==> config.mk <==
export PLATFORM = sky130hd
export DESIGN_NAME = tlk2711_axil_reg_bridge_flat
export DESIGN_NICKNAME = d
export VERILOG_FILES = /design/src/rtl/tlk2711_axil_reg_bridge_if.sv /design/src/rtl/tlk2711_axil_reg_bridge.sv /design/src/flat_wrapper.sv
export SDC_FILE = /design/constraint.sdc
export NUM_CORES = 1
export LEC_CHECK = 0
export ABC_AREA = 1
export CAP_MARGIN = 40
export CORE_AREA = 3 3 213 215
export CTS_CLUSTER_DIAMETER = 80
export DETAILED_ROUTE_END_ITERATION = 8
export DIE_AREA = 0 0 216 218
export SYNTH_ARGS = -nofsm -noshare
export SYNTH_HDL_FRONTEND = slang
export SYNTH_SLANG_ARGS = --single-unit
==> constraint.sdc <==
create_clock -name ps_clk -period 14.67 [get_ports ps_clk]
set_input_delay 2.934 -clock ps_clk [delete_from_list [all_inputs] [get_ports ps_clk]]
set_output_delay 2.934 -clock ps_clk [all_outputs]
set_load 0.02 [all_outputs]
==> src/rtl/tlk2711_axil_reg_bridge_if.sv <==
// AXI4-Lite channel bundle between the PS HPM master and the TLK2711 register bridge.
// The master modport is the PS side and the slave modport is the bridge side.
interface tlk2711_axil_reg_bridge_if #(
  parameter int AXI_ADDR_WIDTH = 32
);
  logic [AXI_ADDR_WIDTH-1:0] s_axil_awaddr;
  logic                      s_axil_awvalid;
  logic                      s_axil_awready;
  logic [63:0]               s_axil_wdata;
  logic [7:0]                s_axil_wstrb;
  logic                      s_axil_wvalid;
  logic                      s_axil_wready;
  logic [1:0]                s_axil_bresp;
  logic                      s_axil_bvalid;
  logic                      s_axil_bready;
  logic [AXI_ADDR_WIDTH-1:0] s_axil_araddr;
  logic                      s_axil_arvalid;
  logic                      s_axil_arready;
  logic [63:0]               s_axil_rdata;
  logic [1:0]                s_axil_rresp;
  logic                      s_axil_rvalid;
  logic                      s_axil_rready;

  modport master (
    output s_axil_awaddr, s_axil_awvalid, s_axil_wdata, s_axil_wstrb, s_axil_wvalid,
           s_axil_bready, s_axil_araddr, s_axil_arvalid, s_axil_rready,
    input  s_axil_awready, s_axil_wready, s_axil_bresp, s_axil_bvalid,
           s_axil_arready, s_axil_rdata, s_axil_rresp, s_axil_rvalid
  );

  modport slave (
    input  s_axil_awaddr, s_axil_awvalid, s_axil_wdata, s_axil_wstrb, s_axil_wvalid,
           s_axil_bready, s_axil_araddr, s_axil_arvalid, s_axil_rready,
    output s_axil_awready, s_axil_wready, s_axil_bresp, s_axil_bvalid,
           s_axil_arready, s_axil_rdata, s_axil_rresp, s_axil_rvalid
  );
endinterface

==> src/rtl/tlk2711_axil_reg_bridge.sv <==
// AXI4-Lite slave that turns each write or read into one TLK2711 register-bus transaction.
// One transaction outstanding at a time; write/read arbitration alternates when both are pending.
module tlk2711_axil_reg_bridge #(
  parameter int AXI_ADDR_WIDTH = 32,
  parameter int REG_ADDR_LSB   = 3,
  parameter int RD_LATENCY     = 2
) (
  input  logic                    ps_clk,
  input  logic                    ps_rst,
  tlk2711_axil_reg_bridge_if.slave s_axil,
  output logic                    o_reg_wen,
  output logic [15:0]             o_reg_waddr,
  output logic [63:0]             o_reg_wdata,
  output logic                    o_reg_ren,
  output logic [15:0]             o_reg_raddr,
  input  logic [63:0]             i_reg_rdata
);

  localparam logic [2:0] IDLE       = 3'd0;
  localparam logic [2:0] WR_COLLECT = 3'd1;
  localparam logic [2:0] WR_EXEC    = 3'd2;
  localparam logic [2:0] WR_RESP    = 3'd3;
  localparam logic [2:0] RD_EXEC    = 3'd4;
  localparam logic [2:0] RD_WAIT    = 3'd5;
  localparam logic [2:0] RD_RESP    = 3'd6;

  logic [2:0]  state_q, state_d;
  logic        aw_held_q, aw_held_d, w_held_q, w_held_d;
  logic [15:0] awaddr_q, awaddr_d;
  logic [63:0] wdata_q, wdata_d;
  logic [7:0]  wstrb_q, wstrb_d;
  logic        last_wr_q, last_wr_d;
  logic [2:0]  lat_q, lat_d;
  logic        bvalid_q, bvalid_d, rvalid_q, rvalid_d;
  logic [1:0]  bresp_q, bresp_d, rresp_q, rresp_d;
  logic [63:0] rdata_q, rdata_d;
  logic        wen_q, wen_d, ren_q, ren_d;
  logic [15:0] waddr_q, waddr_d, raddr_q, raddr_d;
  logic [63:0] reg_wdata_q, reg_wdata_d;

  logic        awready, wready, arready, wr_start;
  logic        aw_hs, w_hs, ar_hs, got_aw, got_w;
  logic [15:0] eff_awaddr;
  logic [63:0] eff_wdata;
  logic [7:0]  eff_wstrb;
  logic [2*AXI_ADDR_WIDTH-1:0] unused_addr;

  assign unused_addr = {s_axil.s_axil_awaddr, s_axil.s_axil_araddr};

  // Write wins in IDLE unless a read is also pending and the previous transaction was a write.
  always_comb begin
    awready  = 1'b0;
    wready   = 1'b0;
    arready  = 1'b0;
    wr_start = (s_axil.s_axil_awvalid | s_axil.s_axil_wvalid) &
               (~s_axil.s_axil_arvalid | ~last_wr_q);
    if (!ps_rst) begin
      case (state_q)
        IDLE: begin
          if (wr_start) begin
            awready = s_axil.s_axil_awvalid;
            wready  = s_axil.s_axil_wvalid;
          end else begin
            arready = s_axil.s_axil_arvalid;
          end
        end
        WR_COLLECT: begin
          awready = s_axil.s_axil_awvalid & ~aw_held_q;
          wready  = s_axil.s_axil_wvalid & ~w_held_q;
        end
        default: ;
      endcase
    end
  end

  assign aw_hs = s_axil.s_axil_awvalid & awready;
  assign w_hs  = s_axil.s_axil_wvalid & wready;
  assign ar_hs = s_axil.s_axil_arvalid & arready;

  assign got_aw     = aw_held_q | aw_hs;
  assign got_w      = w_held_q | w_hs;
  assign eff_awaddr = aw_hs ? s_axil.s_axil_awaddr[REG_ADDR_LSB +: 16] : awaddr_q;
  assign eff_wdata  = w_hs ? s_axil.s_axil_wdata : wdata_q;
  assign eff_wstrb  = w_hs ? s_axil.s_axil_wstrb : wstrb_q;

  // The write strobe is registered on entry to WR_EXEC so it and its address/data
  // are glitch-free flop outputs during exactly the WR_EXEC cycle.
  always_comb begin
    state_d     = state_q;
    aw_held_d   = aw_held_q;
    w_held_d    = w_held_q;
    awaddr_d    = awaddr_q;
    wdata_d     = wdata_q;
    wstrb_d     = wstrb_q;
    last_wr_d   = last_wr_q;
    lat_d       = lat_q;
    bvalid_d    = bvalid_q;
    bresp_d     = bresp_q;
    rvalid_d    = rvalid_q;
    rresp_d     = rresp_q;
    rdata_d     = rdata_q;
    wen_d       = 1'b0;
    ren_d       = 1'b0;
    waddr_d     = waddr_q;
    reg_wdata_d = reg_wdata_q;
    raddr_d     = raddr_q;

    if (aw_hs) begin
      aw_held_d = 1'b1;
      awaddr_d  = s_axil.s_axil_awaddr[REG_ADDR_LSB +: 16];
    end
    if (w_hs) begin
      w_held_d = 1'b1;
      wdata_d  = s_axil.s_axil_wdata;
      wstrb_d  = s_axil.s_axil_wstrb;
    end

    case (state_q)
      IDLE, WR_COLLECT: begin
        if ((aw_hs | w_hs) && got_aw && got_w) begin
          state_d = WR_EXEC;
          if (eff_wstrb == 8'hFF) begin
            wen_d       = 1'b1;
            waddr_d     = eff_awaddr;
            reg_wdata_d = eff_wdata;
          end
        end else if (aw_hs | w_hs) begin
          state_d = WR_COLLECT;
        end else if (ar_hs) begin
          state_d = RD_EXEC;
          ren_d   = 1'b1;
          raddr_d = s_axil.s_axil_araddr[REG_ADDR_LSB +: 16];
        end
      end
      WR_EXEC: begin
        bresp_d   = (wstrb_q == 8'hFF) ? 2'b00 : 2'b10;
        bvalid_d  = 1'b1;
        last_wr_d = 1'b1;
        aw_held_d = 1'b0;
        w_held_d  = 1'b0;
        state_d   = WR_RESP;
      end
      WR_RESP: begin
        if (s_axil.s_axil_bready) begin
          bvalid_d = 1'b0;
          state_d  = IDLE;
        end
      end
      RD_EXEC: begin
        lat_d   = 3'(RD_LATENCY);
        state_d = RD_WAIT;
      end
      RD_WAIT: begin
        if (lat_q == 3'd1) begin
          rdata_d   = i_reg_rdata;
          rresp_d   = 2'b00;
          rvalid_d  = 1'b1;
          last_wr_d = 1'b0;
          state_d   = RD_RESP;
        end else begin
          lat_d = lat_q - 3'd1;
        end
      end
      RD_RESP: begin
        if (s_axil.s_axil_rready) begin
          rvalid_d = 1'b0;
          state_d  = IDLE;
        end
      end
      default: state_d = IDLE;
    endcase
  end

  always_ff @(posedge ps_clk or posedge ps_rst) begin
    if (ps_rst) begin
      state_q     <= IDLE;
      aw_held_q   <= 1'b0;
      w_held_q    <= 1'b0;
      awaddr_q    <= '0;
      wdata_q     <= '0;
      wstrb_q     <= '0;
      last_wr_q   <= 1'b0;
      lat_q       <= '0;
      bvalid_q    <= 1'b0;
      bresp_q     <= '0;
      rvalid_q    <= 1'b0;
      rresp_q     <= '0;
      rdata_q     <= '0;
      wen_q       <= 1'b0;
      ren_q       <= 1'b0;
      waddr_q     <= '0;
      reg_wdata_q <= '0;
      raddr_q     <= '0;
    end else begin
      state_q     <= state_d;
      aw_held_q   <= aw_held_d;
      w_held_q    <= w_held_d;
      awaddr_q    <= awaddr_d;
      wdata_q     <= wdata_d;
      wstrb_q     <= wstrb_d;
      last_wr_q   <= last_wr_d;
      lat_q       <= lat_d;
      bvalid_q    <= bvalid_d;
      bresp_q     <= bresp_d;
      rvalid_q    <= rvalid_d;
      rresp_q     <= rresp_d;
      rdata_q     <= rdata_d;
      wen_q       <= wen_d;
      ren_q       <= ren_d;
      waddr_q     <= waddr_d;
      reg_wdata_q <= reg_wdata_d;
      raddr_q     <= raddr_d;
    end
  end

  assign s_axil.s_axil_awready = awready;
  assign s_axil.s_axil_wready  = wready;
  assign s_axil.s_axil_arready = arready;
  assign s_axil.s_axil_bvalid  = bvalid_q;
  assign s_axil.s_axil_bresp   = bresp_q;
  assign s_axil.s_axil_rvalid  = rvalid_q;
  assign s_axil.s_axil_rresp   = rresp_q;
  assign s_axil.s_axil_rdata   = rdata_q;

  assign o_reg_wen   = wen_q;
  assign o_reg_waddr = waddr_q;
  assign o_reg_wdata = reg_wdata_q;
  assign o_reg_ren   = ren_q;
  assign o_reg_raddr = raddr_q;

endmodule

==> src/flat_wrapper.sv <==
// flat-port wrapper written by rule: the top's interface ports become plain ports
module tlk2711_axil_reg_bridge_flat 
#(
  parameter int AXI_ADDR_WIDTH = 32,
  parameter int REG_ADDR_LSB   = 3,
  parameter int RD_LATENCY     = 2
)
  (ps_clk, ps_rst, o_reg_wen, o_reg_waddr, o_reg_wdata, o_reg_ren, o_reg_raddr, i_reg_rdata, s_axil_s_axil_awaddr, s_axil_s_axil_awvalid, s_axil_s_axil_wdata, s_axil_s_axil_wstrb, s_axil_s_axil_wvalid, s_axil_s_axil_bready, s_axil_s_axil_araddr, s_axil_s_axil_arvalid, s_axil_s_axil_rready, s_axil_s_axil_awready, s_axil_s_axil_wready, s_axil_s_axil_bresp, s_axil_s_axil_bvalid, s_axil_s_axil_arready, s_axil_s_axil_rdata, s_axil_s_axil_rresp, s_axil_s_axil_rvalid);
  tlk2711_axil_reg_bridge_if #(.AXI_ADDR_WIDTH(AXI_ADDR_WIDTH)) s_axil_i ();
  input  logic ps_clk;
  input  logic ps_rst;
  output logic o_reg_wen;
  output logic [15:0] o_reg_waddr;
  output logic [63:0] o_reg_wdata;
  output logic o_reg_ren;
  output logic [15:0] o_reg_raddr;
  input  logic [63:0] i_reg_rdata;
  input wire logic [$bits(s_axil_i.s_axil_awaddr)-1:0] s_axil_s_axil_awaddr;
  input wire logic [$bits(s_axil_i.s_axil_awvalid)-1:0] s_axil_s_axil_awvalid;
  input wire logic [$bits(s_axil_i.s_axil_wdata)-1:0] s_axil_s_axil_wdata;
  input wire logic [$bits(s_axil_i.s_axil_wstrb)-1:0] s_axil_s_axil_wstrb;
  input wire logic [$bits(s_axil_i.s_axil_wvalid)-1:0] s_axil_s_axil_wvalid;
  input wire logic [$bits(s_axil_i.s_axil_bready)-1:0] s_axil_s_axil_bready;
  input wire logic [$bits(s_axil_i.s_axil_araddr)-1:0] s_axil_s_axil_araddr;
  input wire logic [$bits(s_axil_i.s_axil_arvalid)-1:0] s_axil_s_axil_arvalid;
  input wire logic [$bits(s_axil_i.s_axil_rready)-1:0] s_axil_s_axil_rready;
  output wire logic [$bits(s_axil_i.s_axil_awready)-1:0] s_axil_s_axil_awready;
  output wire logic [$bits(s_axil_i.s_axil_wready)-1:0] s_axil_s_axil_wready;
  output wire logic [$bits(s_axil_i.s_axil_bresp)-1:0] s_axil_s_axil_bresp;
  output wire logic [$bits(s_axil_i.s_axil_bvalid)-1:0] s_axil_s_axil_bvalid;
  output wire logic [$bits(s_axil_i.s_axil_arready)-1:0] s_axil_s_axil_arready;
  output wire logic [$bits(s_axil_i.s_axil_rdata)-1:0] s_axil_s_axil_rdata;
  output wire logic [$bits(s_axil_i.s_axil_rresp)-1:0] s_axil_s_axil_rresp;
  output wire logic [$bits(s_axil_i.s_axil_rvalid)-1:0] s_axil_s_axil_rvalid;
  assign s_axil_i.s_axil_awaddr = s_axil_s_axil_awaddr;
  assign s_axil_i.s_axil_awvalid = s_axil_s_axil_awvalid;
  assign s_axil_i.s_axil_wdata = s_axil_s_axil_wdata;
  assign s_axil_i.s_axil_wstrb = s_axil_s_axil_wstrb;
  assign s_axil_i.s_axil_wvalid = s_axil_s_axil_wvalid;
  assign s_axil_i.s_axil_bready = s_axil_s_axil_bready;
  assign s_axil_i.s_axil_araddr = s_axil_s_axil_araddr;
  assign s_axil_i.s_axil_arvalid = s_axil_s_axil_arvalid;
  assign s_axil_i.s_axil_rready = s_axil_s_axil_rready;
  assign s_axil_s_axil_awready = s_axil_i.s_axil_awready;
  assign s_axil_s_axil_wready = s_axil_i.s_axil_wready;
  assign s_axil_s_axil_bresp = s_axil_i.s_axil_bresp;
  assign s_axil_s_axil_bvalid = s_axil_i.s_axil_bvalid;
  assign s_axil_s_axil_arready = s_axil_i.s_axil_arready;
  assign s_axil_s_axil_rdata = s_axil_i.s_axil_rdata;
  assign s_axil_s_axil_rresp = s_axil_i.s_axil_rresp;
  assign s_axil_s_axil_rvalid = s_axil_i.s_axil_rvalid;
  tlk2711_axil_reg_bridge #(.AXI_ADDR_WIDTH(AXI_ADDR_WIDTH), .REG_ADDR_LSB(REG_ADDR_LSB), .RD_LATENCY(RD_LATENCY)) u_core (.ps_clk(ps_clk), .ps_rst(ps_rst), .s_axil(s_axil_i), .o_reg_wen(o_reg_wen), .o_reg_waddr(o_reg_waddr), .o_reg_wdata(o_reg_wdata), .o_reg_ren(o_reg_ren), .o_reg_raddr(o_reg_raddr), .i_reg_rdata(i_reg_rdata));
endmodule
==> qor.yml <==
run_status:
  status: "finished, final reports clean"
floorplan:
  start_util_pct: 23.8
  rows: 77
  chipWidth_um: 216
  die_h_um: 218
  fp.coreArea_mm2: 0.0439
  dieArea_mm2: 0.0471
  io_pins: 378
sta:
  slew_viol_final: 0
  clock.fmax_mhz: 119
  hold_viol_final: 0
  skew_ns: 0.0118
  layout_min_cycle_time_ns: 8.40
  timing.setup.tns_ns: 0
  fin_crit_sh_pct: 57.3
  worst_slew_pin_slew_ns: 0.838
  fin_hold_ws_ns: 0.465
  finalSetupViolCount: 0
  slew_headroom_pct: 44.1
  rsz0062_at_grt: "no"
power:
  p_clk_share_pct: 32.3
  peakVddDrop_uv: 76.0
  p_seq_share_pct: 38.5
  internal_power_uw: 1900
  power.leakage_uw: 0.00755
  power_frac_comb_pct: 29.2
  p_switching_uw: 847
  p_sw_share_pct: 30.8
  power.density_mw_per_mm2: 175
finish:
  final_cells: 1997
  syn_to_final_growth_pct: 50.1
  fill_cells: 4482
  diodes: 0
  final_nets: 1590
  drive_above_1_share_pct: 10.6
clock_tree:
  post-cts-setup-buffer-count: 0
  cts_tree: "built"
  clock_latency_ns: 0.52
  cts_buffers: 34
  clk_pin_slew_ns: 0.05
  cts_resized: 0
  cts_max_path_buffers: 3
  clockRootBuffer: "clkbuf_16"
  clkSinkCount: 262
  hold_buffers: 0
  cts_max_level: 2
setup_path:
  cp.required_ns: 11.74
  path_class: "input port to output pin"
  r2r-end: "u_core.o_reg_wdata[52]"
  r2r-start: "u_core.state_q[1]"
  start_kind: "input port"
  critPathCaptureType: "output pin"
  cp_max_fo: 98
  cp.arrival_ns: 5.47
  r2r_slack_ns: 10.74
  reg2reg_depth: 16
global_route:
  gr-total-overflow: 0
  antenna_found_initial: 1
  track_usage_pct: 13.6
  grt_max_degree: 99
  grt_pass1_vias: 8961
  grt_pass1_wl_mm: 51.0
yosys:
  synth_xor_area_share_pct: 0
  yosys-mux-area-fraction_pct: 6.89
  synth_compound_area_share_pct: 0.802
  yosysWarnings: 0
  synth_simple_gate_area_share_pct: 24.9
  syn-cell-area_mm2: 0.0105
  synth_cell_type_count: 30
  synthCells: 1046
  synth_seq_cells: 262
  syn_area_per_cell_um2: 10.0
  yosysSeqAreaShare_pct: 62.7
  synthAdderAreaFrac_pct: 0.239
  synth_top_family_by_area: "simple AND/OR/NAND/NOR gates"
placement:
  portBuffers: 342
  place.gp.congestion: 0.774
  placed_cells: 1937
  hpwlAfterDp_mm: 21.7
detailed_routing:
  ant_nets: 0
  wl_per_cell_um: 16.2
  wirelength_mm: 32.4
  via_per_inst: 4.28
  vias: 8553
  drt_iter0_markers: 473
  drc: 0
  drtPass1Iterations: 5
min_path:
  hold_path.class: "flop to flop"
  hp-start: "u_core.wdata_q[6]"
  min_to: "u_core.wdata_q[6]"
  hold_depth: 2
job:
  drv_cap: 0
stage by stage:
step | area, um2 | utilization [%] | total power (uW) | worst slack, ns
6_report | 15700 | 35.7 | 2750 | 6.27
4_1_cts | 15700 | 35.7 | 2790 | 6.14
5_1_grt | 15700 | 35.7 | 2910 | 5.99
3_3_place_gp | 14400 | 32.7 | 1850 | 6.19
2_1_floorplan | 10500 | - | 1500 | 2.23
3_5_place_dp | 14500 | 33.0 | 1880 | 6.17
routing by layer:
metal | share of wire [%] | wire (um) | global-route usage, % | vias up
li1 | - | - | - | 4050
met1 | 43 | 13900 | 17.1 | 4136
met2 | 47 | 15200 | 22.6 | 317
met3 | 8.0 | 2580 | 4.61 | 48
met4 | 1.9 | 618 | 3.74 | 2
met5 | 0.040 | 13 | 0 | -
cells by family (layout without fill, tap and decap cells):
kind of cell,after synthesis,count (layout)
adders and majority gates,2,2
and+or+nand+nor,615,615
AOI/OAI and AO/OA,16,16
muxes,64,64
buffers and inverters,86,443
DFF,262,262
other,1,3
layout make-up:
cell class	count	area [um2]	share of cell area [%]
multi-input combinational	700	3450	22.0
clock inverter	9	155	0.989
tap	592	741	4.72
timing repair buffer	359	3640	23.2
sequential	262	6560	41.8
clock buffer	51	1060	6.74
inverter	24	97.6	0.622
critical path, cell delays in order:
cell             delay, ns
clkdlybuf4s50_1       0.55
inv_8                 0.49
nand2_1               0.11
nor2_1                0.13
nand3_1               0.09
buf_4                 0.22
clkinv_1              0.26
clkdlybuf4s50_1       0.67
worst max path at each step:
stage	startpoint	endpoint	slack, ns	depth (start not counted)
6_report	ps_rst	s_axil_s_axil_awready	6.27	8
2_1_floorplan	ps_rst	s_axil_s_axil_wready	2.23	6
4_1_cts	ps_rst	s_axil_s_axil_awready	6.14	8
3_5_place_dp	ps_rst	s_axil_s_axil_awready	6.17	8
5_1_grt	ps_rst	s_axil_s_axil_awready	5.99	8
3_3_place_gp	ps_rst	s_axil_s_axil_awready	6.19	8
cell usage after synthesis:
library cell	count	share of area (%)
mux2_2	64	6.9
o211ai_1	1	0.072
o22ai_1	1	0.060
nor2_2	1	0.060
or2_2	1	0.060
nand2_1	502	18
nand2_2	2	0.12
clkbuf_1	6	0.22
a21oi_1	6	0.29
inv_1	19	0.68
nor2_8	1	0.19
dfrtp_1	262	63
buf_4	10	0.72
inv_2	3	0.11
buf_6	8	0.86
nor2_4	2	0.22
nor3_1	6	0.29
buf_2	37	1.8
nand4_1	85	5.1
buf_1	1	0.036
nand3_2	1	0.096
nor2_1	9	0.32
nor3_2	1	0.096
o21ai_1	2	0.096
o21ai_0	6	0.29
conb_1	1	0.036
ha_1	2	0.24
nand3_4	1	0.17
clkinv_1	2	0.072
nand3_1	3	0.14
registers in the layout (all words and copies together), names as in the netlist, 3 cells and up:
signal,count
u_core.o_reg_wdata,64
u_core.o_reg_waddr,16
u_core.wstrb_q,8
u_core.awaddr_q,16
u_core.s_axil.s_axil_rdata,64
u_core.lat_q,3
u_core.state_q,3
u_core.o_reg_raddr,16
u_core.wdata_q,64
cell usage in the layout, fill, tap and decap left out, types with 2 or more instances in the layout:
cell,n
nor2_1,9
bufinv_16,4
inv_1,18
nand3_1,3
inv_2,3
nand4_1,85
nand2_1,502
conb_1,3
nor3_1,6
clkinv_1,2
clkinv_2,2
ha_1,2
a21oi_1,6
clkbuf_16,37
buf_16,3
dfrtp_1,262
clkdlybuf4s50_1,342
mux2_2,64
o21ai_0,6
clkbuf_8,8
buf_12,2
nor2_4,3
inv_6,2
o21ai_1,2
clkbuf_1,6
buf_4,12
power by group through the flow:
stage,Combinational (uW),Sequential [uW],Clock [uW]
finish,801,1060,888
global route,879,1080,952
CTS,810,1060,925
detailed placement,808,1070,0
global placement,787,1060,0
floorplan,319,1180,0
No activity file was read; power rests on OpenSTA's default activity.
